[src/rtl/obstacle_spawn_scheduler.sv]
// -----------------------------------------------------------------------------
// obstacle_spawn_scheduler
//
// Purpose:
//   Turns the LFSR random word into obstacle spawn requests. After a random
//   number of video frames it captures an X position, reduced into the legal
//   screen range, and offers it with an object type to the object manager over
//   a valid/ready handshake. It also tracks how many objects are alive and
//   holds off spawning while the on-screen limit is reached.
//
// Ports:
//   clk          system clock
//   rst          asynchronous reset, active-low
//   en           game running (level)
//   frame_tick   one-cycle pulse per video frame
//   rand_in      10-bit random word, new value every cycle
//   spawn_valid  spawn request pending (registered)
//   spawn_ready  object manager accepts the request
//   spawn_x      spawn X position, 0..X_MAX (registered)
//   spawn_type   object type (registered)
//   obj_done     one-cycle pulse when an object leaves the screen
//   active_cnt   live-object count (registered)
//   full         active_cnt == MAX_ACTIVE (combinational)
// -----------------------------------------------------------------------------
module obstacle_spawn_scheduler #(
  parameter int X_MAX      = 600,
  parameter int GAP_MIN    = 30,
  parameter int GAP_BITS   = 5,
  parameter int MAX_ACTIVE = 8
) (
  input  logic       clk,
  input  logic       rst,
  input  logic       en,
  input  logic       frame_tick,
  input  logic [9:0] rand_in,
  output logic       spawn_valid,
  input  logic       spawn_ready,
  output logic [9:0] spawn_x,
  output logic [1:0] spawn_type,
  input  logic       obj_done,
  output logic [3:0] active_cnt,
  output logic       full
);

  localparam logic [7:0] GAP_MIN_W = 8'(GAP_MIN);
  localparam logic [9:0] X_MAX_W   = 10'(X_MAX);
  localparam logic [9:0] X_WRAP_W  = 10'(X_MAX + 1);
  localparam logic [3:0] MAX_W     = 4'(MAX_ACTIVE);

  typedef enum logic [1:0] {
    ST_IDLE  = 2'd0,
    ST_WAIT  = 2'd1,
    ST_OFFER = 2'd2
  } state_t;

  state_t     r_state,     w_state_nxt;
  logic [7:0] r_gap_cnt,   w_gap_cnt_nxt;
  logic       r_valid,     w_valid_nxt;
  logic [9:0] r_x,         w_x_nxt;
  logic [1:0] r_type,      w_type_nxt;
  logic [3:0] r_cnt,       w_cnt_nxt;

  logic       w_full;
  logic       w_transfer;
  logic [7:0] w_gap_reload;

  // Because X_MAX >= 511, a 10-bit word is below 2*(X_MAX+1), so a single
  // conditional subtraction always lands in 0..X_MAX.
  function automatic logic [9:0] reduce_x(input logic [9:0] r);
    if (r <= X_MAX_W) begin
      return r;
    end
    return r - X_WRAP_W;
  endfunction

  assign w_full       = (r_cnt == MAX_W);
  assign w_transfer   = r_valid & spawn_ready;
  assign w_gap_reload = GAP_MIN_W + 8'(rand_in[GAP_BITS-1:0]);

  always_comb begin
    w_state_nxt   = r_state;
    w_gap_cnt_nxt = r_gap_cnt;
    w_valid_nxt   = r_valid;
    w_x_nxt       = r_x;
    w_type_nxt    = r_type;
    w_cnt_nxt     = r_cnt;

    case (r_state)
      ST_IDLE: begin
        if (en) begin
          w_gap_cnt_nxt = w_gap_reload;
          w_type_nxt    = rand_in[1:0];
          w_state_nxt   = ST_WAIT;
        end
      end
      ST_WAIT: begin
        if (!en) begin
          w_state_nxt = ST_IDLE;
        end else if (r_gap_cnt != 8'd0) begin
          if (frame_tick) begin
            w_gap_cnt_nxt = r_gap_cnt - 8'd1;
          end
        end else if (!w_full) begin
          // Expired gap and room on screen: capture and start offering.
          w_x_nxt     = reduce_x(rand_in);
          w_valid_nxt = 1'b1;
          w_state_nxt = ST_OFFER;
        end
      end
      ST_OFFER: begin
        // The offer is never withdrawn; en only selects where we go after it.
        if (w_transfer) begin
          w_valid_nxt   = 1'b0;
          w_gap_cnt_nxt = w_gap_reload;
          w_type_nxt    = rand_in[1:0];
          w_state_nxt   = en ? ST_WAIT : ST_IDLE;
        end
      end
      default: begin
        w_state_nxt = ST_IDLE;
        w_valid_nxt = 1'b0;
      end
    endcase

    // A transfer and an obj_done in the same cycle cancel out.
    if (w_transfer && !obj_done) begin
      w_cnt_nxt = r_cnt + 4'd1;
    end else if (!w_transfer && obj_done && (r_cnt != 4'd0)) begin
      w_cnt_nxt = r_cnt - 4'd1;
    end
  end

  always_ff @(posedge clk or negedge rst) begin
    if (!rst) begin
      r_state   <= ST_IDLE;
      r_gap_cnt <= 8'd0;
      r_valid   <= 1'b0;
      r_x       <= 10'd0;
      r_type    <= 2'd0;
      r_cnt     <= 4'd0;
    end else begin
      r_state   <= w_state_nxt;
      r_gap_cnt <= w_gap_cnt_nxt;
      r_valid   <= w_valid_nxt;
      r_x       <= w_x_nxt;
      r_type    <= w_type_nxt;
      r_cnt     <= w_cnt_nxt;
    end
  end

  assign spawn_valid = r_valid;
  assign spawn_x     = r_x;
  assign spawn_type  = r_type;
  assign active_cnt  = r_cnt;
  assign full        = w_full;

endmodule

[config.mk]
export PLATFORM = sky130hd
export DESIGN_NAME = obstacle_spawn_scheduler
export DESIGN_NICKNAME = d
export VERILOG_FILES = /design/src/rtl/obstacle_spawn_scheduler.sv
export SDC_FILE = /design/constraint.sdc
export NUM_CORES = 1
export LEC_CHECK = 0
export ABC_AREA = 0
export BUFFER_PORTS_ARGS = -buffer_cell sky130_fd_sc_hd__buf_2
export CAP_MARGIN = 20
export CORE_MARGIN = 4
export CORE_UTILIZATION = 45
export CTS_BUF_LIST = sky130_fd_sc_hd__clkbuf_4
export DETAILED_ROUTE_END_ITERATION = 10
export HOLD_SLACK_MARGIN = 0.05
export PLACE_DENSITY = 0.7
export SYNTH_ARGS = -nofsm -noshare
export SYNTH_HDL_FRONTEND = slang
export SYNTH_SLANG_ARGS = --single-unit
[constraint.sdc]
create_clock -name clk -period 2 [get_ports clk]
set_input_delay 0.4 -clock clk [delete_from_list [all_inputs] [get_ports clk]]
set_output_delay 0.4 -clock clk [all_outputs]
set_load 0.1 [all_outputs]
==> results.sh <==
export IMPL_synth_cell_types=41
export IMPL_synth_top_family_by_area="simple AND/OR/NAND/NOR gates"
export IMPL_core_um2=3440
export IMPL_final_cell_mix="33 x buf_2, 29 x o21ai_0, 22 x dfrtp_1"
export IMPL_hpwlAfterDp_mm=2.72
export IMPL_path_delay_family="simple AND/OR/NAND/NOR gates"
export IMPL_path_cells="or3_4, nor4_4, buf_4, o21ba_2, buf_4, a21oi_1, o22ai_1"
export IMPL_seqPwrFrac_pct=30.5
export IMPL_cts_sinks=27
export IMPL_p_comb_share_pct=61.4
export IMPL_synthFlopType="dfrtp_1"
export IMPL_clockBufferDepth=2
export IMPL_grt_pass1_wl_mm=6.00
export IMPL_synth_xor_area_share_pct=4.73
export IMPL_maxCapViolations=0
export IMPL_power_switching_uw=1780
export IMPL_fin_nets=253
export IMPL_syn_area_per_cell_um2=8.81
export IMPL_synth_compound_area_share_pct=19.1
export IMPL_dieArea_um2=4740
export IMPL_grt_max_degree=28
export IMPL_num_rows=21
export IMPL_cp_start_kind="flop"
export IMPL_avgRoutedWirePerCell_um=12.9
export IMPL_synthCells=189
export IMPL_cts_htree_levels=1
export IMPL_syn_nets=213
export IMPL_cellInternalPower_uw=1200
export IMPL_power_leakage_uw=0.000912
export IMPL_start_util_pct=48.4
export IMPL_gp_congestion=0.788
export IMPL_cts_root_buf="clkbuf_4"
export IMPL_finalMaxSlewViolations=0
export IMPL_vias=1457
export IMPL_critPathSlowestCell="dfrtp_1"
export IMPL_antennaDiodeCount=0
export IMPL_cts_inserted_buffers=3
export IMPL_post_route_drc_count=0
export IMPL_max_stage_delay_ps=440
export IMPL_fin_util_pct=58.3
export IMPL_first_pass_iters=4
export IMPL_grt_ovfl_total=0
export IMPL_cp_num_buf_inv=2
export IMPL_critPathArrivalTime_ps=2120
export IMPL_totalWireLength_mm=3.53
export IMPL_dieWidth_um=68.8
export IMPL_portBuffers=33
export IMPL_clockPowerShare_pct=8.0
export IMPL_fin_skew_ps=6.70
export IMPL_synth_edff_count=0
export IMPL_crit_path_frequent_cell="buf_4"
export IMPL_fmaxAchievable_ghz=0.533
export IMPL_cts_hold_buf=0
export IMPL_critPathMaxFanout=6
export IMPL_clock_latency_ps=320
export IMPL_ys_seq_area_share_pct=40.6
export IMPL_period_needed_ps=1880
export IMPL_final_common_cell="buf_2"
export IMPL_hp_class="in2async"
export IMPL_setup_worst_path_end_class="flop"
export IMPL_synth_fa_ha_area_share_pct=6.46
export IMPL_slew_headroom_pct=60.1
export IMPL_setup_viol=0
export IMPL_rsz0062_at_grt="no"
export IMPL_nFillCells=312
export IMPL_synthMuxAreaShare_pct=4.13
export IMPL_switching_share_pct=59.7
export IMPL_multi_input_area_um2=950
export IMPL_cts_tree="built"
export IMPL_drt_iter0_drc=71
export IMPL_p_total_uw=2990
export IMPL_finalCritPeriodShare_pct=93.9
export IMPL_drtAntennaViolNets=0
export IMPL_tightest_slew_ps=598
export IMPL_die_height_um=68.8
export IMPL_yosysWarnings=0
export IMPL_final_seq_area_um2=684
export IMPL_clk_pin_slew_ps=150
export IMPL_ios=34
export IMPL_synth_cell_area_um2=1670
export IMPL_max_vdd_ir_drop_mv=0.784
export IMPL_async_flop_share_pct=100
export IMPL_area_growth_pct=20.6
export IMPL_avgViaCountPerCell=5.32
export IMPL_synth_simple_gate_area_share_pct=21.3
export IMPL_critPathKind="reg2reg"
export IMPL_grt_pass1_vias=1370
export IMPL_drive_above_1_share_pct=29.4
export IMPL_track_usage_pct=16.4
export IMPL_antenna_found_initial=0
export IMPL_hold_viol=0
export IMPL_synth_seq_cells=27
export IMPL_status="finished clean"
export IMPL_power_density_nw_per_um2=1490
export IMPL_worstPathRequired_ps=2250
## synthesized netlist by cell type (4+ instances only)
| library cell | n | area, um2 |
|---|---|---|
| o21ai_0 | 29 | 145 |
| xor2_1 | 6 | 52.6 |
| nor3_1 | 5 | 25.0 |
| dfrtp_1 | 27 | 676 |
| clkbuf_1 | 4 | 15.0 |
| nor2_1 | 18 | 67.6 |
| nand2_1 | 15 | 56.3 |
| inv_1 | 7 | 26.3 |
| a21oi_1 | 12 | 60.1 |
| ha_1 | 7 | 87.6 |
| nand2b_1 | 8 | 50.1 |
| nand3_1 | 8 | 40.0 |
## power groups by stage
stage / clock, uW / sequential [uW] / combinational, uW
3_5_place_dp: 0 / 921 / 1840
4_1_cts: 253 / 909 / 1840
5_1_grt: 277 / 946 / 1950
6_report: 240 / 913 / 1840
2_1_floorplan: 0 / 1930 / 488
3_3_place_gp: 0 / 921 / 1820
## worst reg2reg max path, stage by stage (launching register included)
cell,delay (ps)
dfrtp_1,440
or3_4,440
nor4_4,250
buf_4,160
o21ba_2,160
buf_4,130
a21oi_1,50
o22ai_1,170
## area by class of cell
cell class / instances / share of cell area, %
timing repair buffer: 43 / 12.8
multi-input combinational: 147 / 47.3
sequential: 27 / 34.1
tap: 46 / 2.87
clock inverter: 1 / 0.374
clock buffer: 3 / 1.12
inverter: 7 / 1.50
## registers in the layout, summed over array words and instances (netlist names)
signal	flops
spawn_type	2
r_state	2
spawn_x	10
active_cnt	4
spawn_valid	1
r_gap_cnt	8
## worst paths after layout
| path | slack [ps] | cells after the start | endpoint | startpoint |
|---|---|---|---|---|
| min in group clk | 320 | 2 | r_state[0] | en |
| max in group asynchronous | 1500 | 1 | spawn_valid | rst |
| worst max-delay path | 120 | 7 | r_gap_cnt[3] | r_gap_cnt[4] |
| worst min register to register | 490 | 2 | spawn_x[3] | spawn_x[3] |
| worst max register to register | 120 | 7 | r_gap_cnt[3] | r_gap_cnt[4] |
| worst min-delay path | 60 | 1 | spawn_valid | rst |
## logic make-up after synthesis
kind of cell / after synthesis
compound gates: 55
fa+ha+maj: 8
mux: 6
simple gates: 69
xor+xnor: 9
flops: 27
buf+inv: 15
## per-layer routing
metal | up-vias | track usage, % | share of wire, %
met3 | 2 | 0.972 | 5.5
met1 | 675 | 23.4 | 50
li1 | 740 | - | -
met2 | 40 | 26.6 | 44
met5 | - | 0 | 0
met4 | 0 | 5.35 | 0.85
## stage by stage
step | hold WS (ps) | std cells | worst slack (ps) | TNS (ps) | instance area, um2
detailed placement | 450 | 268 | 37.3 | 0 | 1950
global placement | 450 | 268 | 104 | 0 | 1950
global route | 91.4 | 274 | 14.8 | 0 | 2010
finish | 60.3 | 274 | 123 | 0 | 2010
floorplan | 104 | 189 | -16.0 | -16.0 | 1690
CTS | 76.1 | 272 | 39.4 | 0 | 1980
## what timing repair did
item | 4_1_cts | 5_1_grt
buffers inserted | 0 | 1
setup endpoints to repair | 0 | 6
resized for setup | 0 | 3
Note: power is estimated with default switching activity, not from simulation.
